`src/rtl/legv8_pkg.sv`:
```
// Shared encodings for the LEGv8 control-unit front end: PC select codes,
// fetch FSM states and status-register bit positions.
package legv8_pkg;

    localparam logic [1:0] PS_HOLD   = 2'b00;
    localparam logic [1:0] PS_INC    = 2'b01;
    localparam logic [1:0] PS_BRANCH = 2'b10;
    localparam logic [1:0] PS_REG    = 2'b11;

    typedef enum logic {
        IDLE = 1'b0,
        WAIT = 1'b1
    } fetch_state_e;

    // Status register layout is {V,C,N,Z,Zr}
    localparam int STATUS_ZR = 0;
    localparam int STATUS_Z  = 1;
    localparam int STATUS_N  = 2;
    localparam int STATUS_C  = 3;
    localparam int STATUS_V  = 4;
    localparam int STATUS_W  = 5;

endpackage

```
`src/rtl/instruction_fetch_unit_pc_next_logic.sv`:
```
// Combinational next-PC selection: hold, +4, PC-relative word branch, or
// register target with the low two bits forced to zero.
module pc_next_logic
    import legv8_pkg::*;
#(
    parameter int AW = 64
) (
    input  logic [1:0]    ps,
    input  logic [AW-1:0] pc,
    input  logic [AW-1:0] constant,
    input  logic [AW-1:0] reg_in,
    output logic [AW-1:0] next_pc,
    output logic [AW-1:0] pc_plus4
);

    localparam logic [AW-1:0] FOUR     = AW'(3'd4);
    localparam logic [AW-1:0] LOW_MASK = ~AW'(2'b11);

    assign pc_plus4 = pc + FOUR;

    // Select the candidate PC; all additions wrap modulo 2^AW
    always_comb begin
        next_pc = pc;
        case (ps)
            PS_HOLD:   next_pc = pc;
            PS_INC:    next_pc = pc_plus4;
            PS_BRANCH: next_pc = pc + (constant << 2);
            PS_REG:    next_pc = reg_in & LOW_MASK;
            default:   next_pc = pc;
        endcase
    end

endmodule

```
`src/rtl/instruction_fetch_unit.sv`:
```
// LEGv8 fetch stage: owns PC, instruction and status registers, runs the
// instruction-memory handshake and stalls the control unit during a fetch.
module instruction_fetch_unit
    import legv8_pkg::*;
#(
    parameter int            AW       = 64,
    parameter logic [AW-1:0] PC_RESET = {AW{1'b0}}
) (
    input  logic                clock,
    input  logic                reset,
    input  logic [1:0]          ps,
    input  logic                il,
    input  logic                sl,
    input  logic [AW-1:0]       constant,
    input  logic [AW-1:0]       reg_in,
    input  logic [STATUS_W-1:0] status_in,
    output logic                imem_req,
    output logic [AW-1:0]       imem_addr,
    input  logic [31:0]         imem_rdata,
    input  logic                imem_valid,
    output logic [31:0]         instruction,
    output logic [STATUS_W-1:0] status,
    output logic [AW-1:0]       pc,
    output logic [AW-1:0]       pc_plus4,
    output logic                stall
);

    fetch_state_e        state_q, state_d;
    logic                imem_req_q, imem_req_d;
    logic [AW-1:0]       imem_addr_q, imem_addr_d;
    logic [31:0]         instruction_q, instruction_d;
    logic [STATUS_W-1:0] status_q, status_d;
    logic [AW-1:0]       pc_q, pc_d;
    logic [AW-1:0]       next_pc_s;
    logic                stall_s;

    pc_next_logic #(.AW(AW)) u_pc_next (
        .ps       (ps),
        .pc       (pc_q),
        .constant (constant),
        .reg_in   (reg_in),
        .next_pc  (next_pc_s),
        .pc_plus4 (pc_plus4)
    );

    // Fetch FSM, stall generation and architectural register updates
    always_comb begin
        state_d       = state_q;
        imem_req_d    = imem_req_q;
        imem_addr_d   = imem_addr_q;
        instruction_d = instruction_q;
        status_d      = status_q;
        pc_d          = pc_q;
        stall_s       = 1'b0;

        case (state_q)
            IDLE: begin
                if (il) begin
                    stall_s     = 1'b1;
                    state_d     = WAIT;
                    imem_req_d  = 1'b1;
                    imem_addr_d = pc_q;
                end else begin
                    imem_req_d  = 1'b0;
                end
            end
            WAIT: begin
                if (imem_valid) begin
                    instruction_d = imem_rdata;
                    imem_req_d    = 1'b0;
                    state_d       = IDLE;
                end else begin
                    stall_s       = 1'b1;
                    imem_req_d    = 1'b1;
                end
            end
            default: begin
                state_d    = IDLE;
                imem_req_d = 1'b0;
            end
        endcase

        // The completing fetch edge also applies the word's PC/status update
        if (!stall_s) begin
            pc_d = next_pc_s;
            if (sl) begin
                status_d = status_in;
            end else begin
                status_d = status_q;
            end
        end else begin
            pc_d     = pc_q;
            status_d = status_q;
        end
    end

    // State and register file; reset abandons any outstanding fetch
    always_ff @(posedge clock) begin
        if (reset) begin
            state_q       <= IDLE;
            imem_req_q    <= 1'b0;
            imem_addr_q   <= {AW{1'b0}};
            instruction_q <= 32'h0;
            status_q      <= {STATUS_W{1'b0}};
            pc_q          <= PC_RESET;
        end else begin
            state_q       <= state_d;
            imem_req_q    <= imem_req_d;
            imem_addr_q   <= imem_addr_d;
            instruction_q <= instruction_d;
            status_q      <= status_d;
            pc_q          <= pc_d;
        end
    end

    assign imem_req    = imem_req_q;
    assign imem_addr   = imem_addr_q;
    assign instruction = instruction_q;
    assign status      = status_q;
    assign pc          = pc_q;
    assign stall       = stall_s;

endmodule

```
`config.mk`:
```
export PLATFORM = sky130hd
export DESIGN_NAME = instruction_fetch_unit
export DESIGN_NICKNAME = d
export VERILOG_FILES = /design/src/rtl/legv8_pkg.sv /design/src/rtl/instruction_fetch_unit_pc_next_logic.sv /design/src/rtl/instruction_fetch_unit.sv
export SDC_FILE = /design/constraint.sdc
export NUM_CORES = 1
export LEC_CHECK = 0
export ABC_AREA = 1
export BUFFER_PORTS_ARGS = -buffer_cell sky130_fd_sc_hd__buf_2
export CORE_MARGIN = 1.5
export CORE_UTILIZATION = 42
export CTS_CLUSTER_DIAMETER = 60
export DETAILED_ROUTE_END_ITERATION = 12
export GPL_TIMING_DRIVEN = 0
export PLACE_DENSITY = 0.67
export SLEW_MARGIN = 20
export SYNTH_ARGS = -nofsm -noshare
export SYNTH_HDL_FRONTEND = slang
export SYNTH_SLANG_ARGS = --single-unit
```
`constraint.sdc`:
```
create_clock -name clock -period 2.03 [get_ports clock]
set_clock_uncertainty 0.05 [all_clocks]
set_input_delay 0.3045 -clock clock [delete_from_list [all_inputs] [get_ports clock]]
set_output_delay 0.3045 -clock clock [all_outputs]
set_load 0.02 [all_outputs]
```
# --- Word-level counts from Yosys, hierarchy flattened ---
# Cells that the tools add are included.
totals:
  regBits: 166
  output_inout_bits: 231
  elab_cells: 22
classes:
  addsub: 2
  n_eq_ne: 3
  muxes: 4
  n_bitwise: 3
  n_reduce_logical: 5
ops:
  columns: ["operator", "n"]
  rows:
  - ["case mux 64 bit (3 select lines)", 1]
  - ["adder 64 x 3 -> 64 bit (second input constant)", 1]
  - ["adder 64 bit", 1]
  - ["AND reduction 2 bit", 4]
  - ["== test 2 bit (second input constant)", 2]
  - ["NOT 1 bit", 3]
  - ["== test 2 x 1 -> 1 bit (second input constant)", 1]
  - ["logical NOT 2 bit", 1]
  - ["two-way mux 1 bit", 2]
  - ["case mux 1 bit (2 select lines)", 1]

# --- Logic depth before layout (Yosys ltp) ---
depth:
  depth_word: 4
  depth_mapped: 15
  ltp_nobuf: 15

# --- By module ---
# Synthesis repeated with hierarchy kept, for this count alone.
unflattened:
  cells_unflattened: 2628
  hier_area_um2: 14686.6
modules_own_cells:
  columns: ["mod", "instances", "cells_per_inst", "area_each_um2", "seq_area_each_um2"]
  rows:
  - ["pc_next_logic", 1, 1895, 8908.5, 0.0]
  - ["instruction_fetch_unit", 1, 733, 5778.0, 3323.2]

# --- Least setup slack after synthesis ---
# No wires, ideal clock.
synth_timing:
  path_type: "reg-to-reg"
  from: "register pc_q[2] (netlist: pc[2])"
  to: "register pc_q[40] (netlist: pc[40])"
  setup_time_ps: 70
  arrival_time_ps: 2179
  t_required_ps: 1910
  path_slack_ps: -269
  stages_incl_launch_ff: 10
  path_buffers: 0
  synth_period_minus_slack_ps: 2299
  path_cell_list: "dfxtp_1 ha_1 nand3_2 nor2_2 nand2_1 nor3_2 nand3_1 xor2_1 a21oi_1 a21oi_1"
synth_via:
  elab_chain_cells: 2
  word_cells_on_any_way: 3
synth_rtl:
  columns: ["item", "line", "text"]
  rows:
  - ["start, declared", "instruction_fetch_unit.sv:33", "logic [AW-1:0] pc_q, pc_d;"]
  - ["start signal, assigned", "instruction_fetch_unit.sv:112", "pc_q <= pc_d;"]
  - ["adder 64 x 3 -> 64 bit", "instruction_fetch_unit_pc_next_logic.sv:19", "assign pc_plus4 = pc + FOUR;"]
  - ["via pc_plus4[40]", "instruction_fetch_unit.sv:24", "output logic [AW-1:0] pc_plus4,"]
  - ["case mux 64 bit (3 select lines)", "instruction_fetch_unit_pc_next_logic.sv:24", "case (ps)"]
# The timed path passes the listed nets, and every way through them passes these cells.
# A chain may end at the register's enable or synchronous reset.

# --- Final worst setup path ---
layout_timing:
  from: "register pc_q[25] (netlist: pc[25])"
  to: "output pc_plus4[28]"
layout_via:
  elab_chain_cells: 1
layout_rtl:
  columns: ["item", "line"]
  rows:
  - ["adder 64 x 3 -> 64 bit", "instruction_fetch_unit_pc_next_logic.sv:19"]
  - ["end, declared", "instruction_fetch_unit.sv:24"]
# No other way between the ends.

==> out/results.ini <==
[run_status]
status=complete, but fails checks
violations=setup timing

[sta]
fin_tns_setup_ps=-44850
hold_viol=0
min_period_over_period_pct=144.3
rsz0062_at_grt=yes
worst_pin_slew_ps=1136
max_freq_ghz=0.3414
drv_slew=0
slew_headroom_pct=24.27
setup_ws_ps=-898.8
min_period_ps=2929
whs_ps=11.11
finalSetupViolCount=129

[critical_path]
worstPathCellList=inv_6 -> nor3_4 -> nand2_2 -> nor3_4 -> buf_6 -> xor2_4 -> buf_6
crit_type=flip-flop to output pin
rr_worst_depth=10
critPathMaxStageDelay_ps=510
worstSetupEndpointType=output pin
slowest_stage=nor3_4
start_kind=flip-flop
crit_fanout=6
cp.arrival_ps=2570
critPathRequiredTime_ps=1680

[global_routing]
grt_pass1_vias=18270
grt_pass1_wl_um=107600
antenna_found_initial=5
grt_max_degree=17
grt_remaining_overflow=0
grt_usage_pct=43.33

[floorplanning]
die_h_um=184.5
initial_utilization_pct=42.65
row_count=66
io_pins=403
die-area_um2=34060
core_um2=32450
die_w_um=184.5

[clocking]
cts_root_buf=clkbuf_16
cts_max_path_buffers=2
clock-sinks=162
clk_latency_ps=450
path_clk_slew_ps=70
htree_levels=4
cts_hold_buf=0
cts_tree=done
numCtsBuffers=17

[synthesis]
synthAdderAreaFrac_pct=5.749
muxShareOfSynthArea_pct=0
synth-compound-area-share_pct=15.84
yosys.area_share.simple_pct=39.14
synth_xor_area_share_pct=3.272
avgSynthCellArea_um2=5.613
synthArstFlopShare_pct=0
synth_top_family_by_area=simple AND/OR/NAND/NOR gates
netlist_instances=2466
syn_area_um2=13840
yosysWarnings=0
yosys_register_bits=162
yosys_most_used_dff=dfxtp_1
synth_cell_types=42
seq_area_frac_synth_pct=23.43
synth_enable_flop_cells=0

[cells_and_area]
fin_nets=3377
utilization_pct=74.82
finalNonFillerCells=3599
area_growth_pct=75.41
drive_gt1_share_pct=45.80
final_area_um2=24280

[routing]
avgViaCountPerCell=5.709
via_count=20550
drcViolationCount=0
wire_per_inst_um=22.93
drt_iter0_markers=2162
ant_nets=0
wl_um=82510
first_pass_iters=6

[power_and_ir_drop]
power_density_nw_per_um2=592.8
power_mw=14.39
leakagePower_nw=12.14
ir_worst_vdd_uv=659.1

[placed_design]
dp.cells=3305
place_ws_ps=-828.8
placed_cell_area_um2=16460
dp_hpwl_um=58440
io_buffers=392
gp_congestion=1.036

[worst_hold_path]
whs_path_depth=2
min_path_type=input port to flip-flop

[run]
maxCapViolations=0

-- worst max-delay path: cells and delay by family, from the launching register on --
kind | cells | cell delay (ps)
buffers and inverters | 3 | 420
AND/OR/NAND/NOR | 3 | 910
XOR/XNOR | 1 | 370
flip-flops | 1 | 400
-- area by class of cell --
cell class / instances / area [µm²]
Antenna cell: 2 / 5.005
Buffer: 72 / 319.1
Clock buffer: 22 / 484.2
Clock inverter: 10 / 97.59
Fill cell: 2519 / 8173
Inverter: 383 / 1518
Multi-Input combinational cell: 1854 / 13210
Sequential cell: 162 / 3460
Tap cell: 442 / 553.0
Timing Repair Buffer: 652 / 4638
-- synthesized netlist by cell type (13+ instances only) --
| library cell | instances | share of area (%) |
|---|---|---|
| a21boi_0 | 15 | 0.81 |
| a21oi_1 | 177 | 6.4 |
| a31oi_1 | 22 | 0.99 |
| clkbuf_1 | 61 | 1.7 |
| dfxtp_1 | 162 | 23 |
| ha_1 | 62 | 5.6 |
| inv_1 | 378 | 10 |
| nand2_1 | 802 | 22 |
| nand3_1 | 122 | 4.4 |
| nand3b_1 | 15 | 0.81 |
| nand4_1 | 18 | 0.81 |
| nor2_1 | 287 | 7.8 |
| nor3_1 | 30 | 1.1 |
| o21ai_0 | 184 | 6.7 |
| or2_2 | 13 | 0.59 |
| xor2_1 | 40 | 2.5 |
-- repair_timing --
| item | in CTS | in global routing |
|---|---|---|
| buffers inserted | 176 | 91 |
| pin swaps | 179 | 251 |
| gates resized for setup | 905 | 372 |
| setup endpoints to repair | 121 | 116 |
-- sequential cells by signal, summed over array words and instances, names as in the netlist --
name / flops
pc: 62
status: 5
imem_addr: 62
instruction: 32
imem_req: 1
-- final timing paths --
path | start | end | slack [ps]
min reg2reg | instruction[11] | instruction[11] | 430
max reg2reg | pc[25] | pc[28] | -560
min | reset | pc[3] | 10
max | pc[25] | pc_plus4[28] | -900
-- cells in the final DEF (no fill, tap or decap), drive strengths merged --
master,n
a22oi,3
ha,62
nor3,40
a31oi,22
clkbuf,82
a211oi,2
conb,6
o21bai,7
clkinv,4
and3,1
a41oi,1
o211ai,2
xor2,41
a21oi,177
nand3,124
clkdlybuf4s15,1
inv,376
a21boi,15
xnor2,9
clkinvlp,12
nor4,1
nand2,806
nand3b,15
nor2,294
dfxtp,162
o21ai,186
buf,663
fa,1
o31ai,1
and2,7
or2,13
diode,2
nand4,18
bufinv,1
-- report_power, final --
| part | switching [mW] | total (mW) | internal [mW] |
|---|---|---|---|
| sequential | 0.439 | 3.92 | 3.48 |
| clock | 1.46 | 3.29 | 1.83 |
| combinational | 4.45 | 7.18 | 2.73 |
| total | 6.35 | 14.4 | 8.05 |
-- per-layer routing --
layer	wire, µm	GRT usage, %	up-vias
li1	-	-	9082
met1	29880	52.67	9536
met5	38	0	-
met3	9522	6.244	465
met2	35570	69.83	1458
met4	7503	31.74	4
-- cells by family after synthesis --
logic type / Yosys count
AOI/OAI and AO/OA: 416
xor gates and xnor gates: 50
adders and majority gates: 63
buffers and inverters: 455
DFF: 162
other: 1
and+or+nand+nor: 1319
No activity file was read; power rests on OpenSTA's default activity.
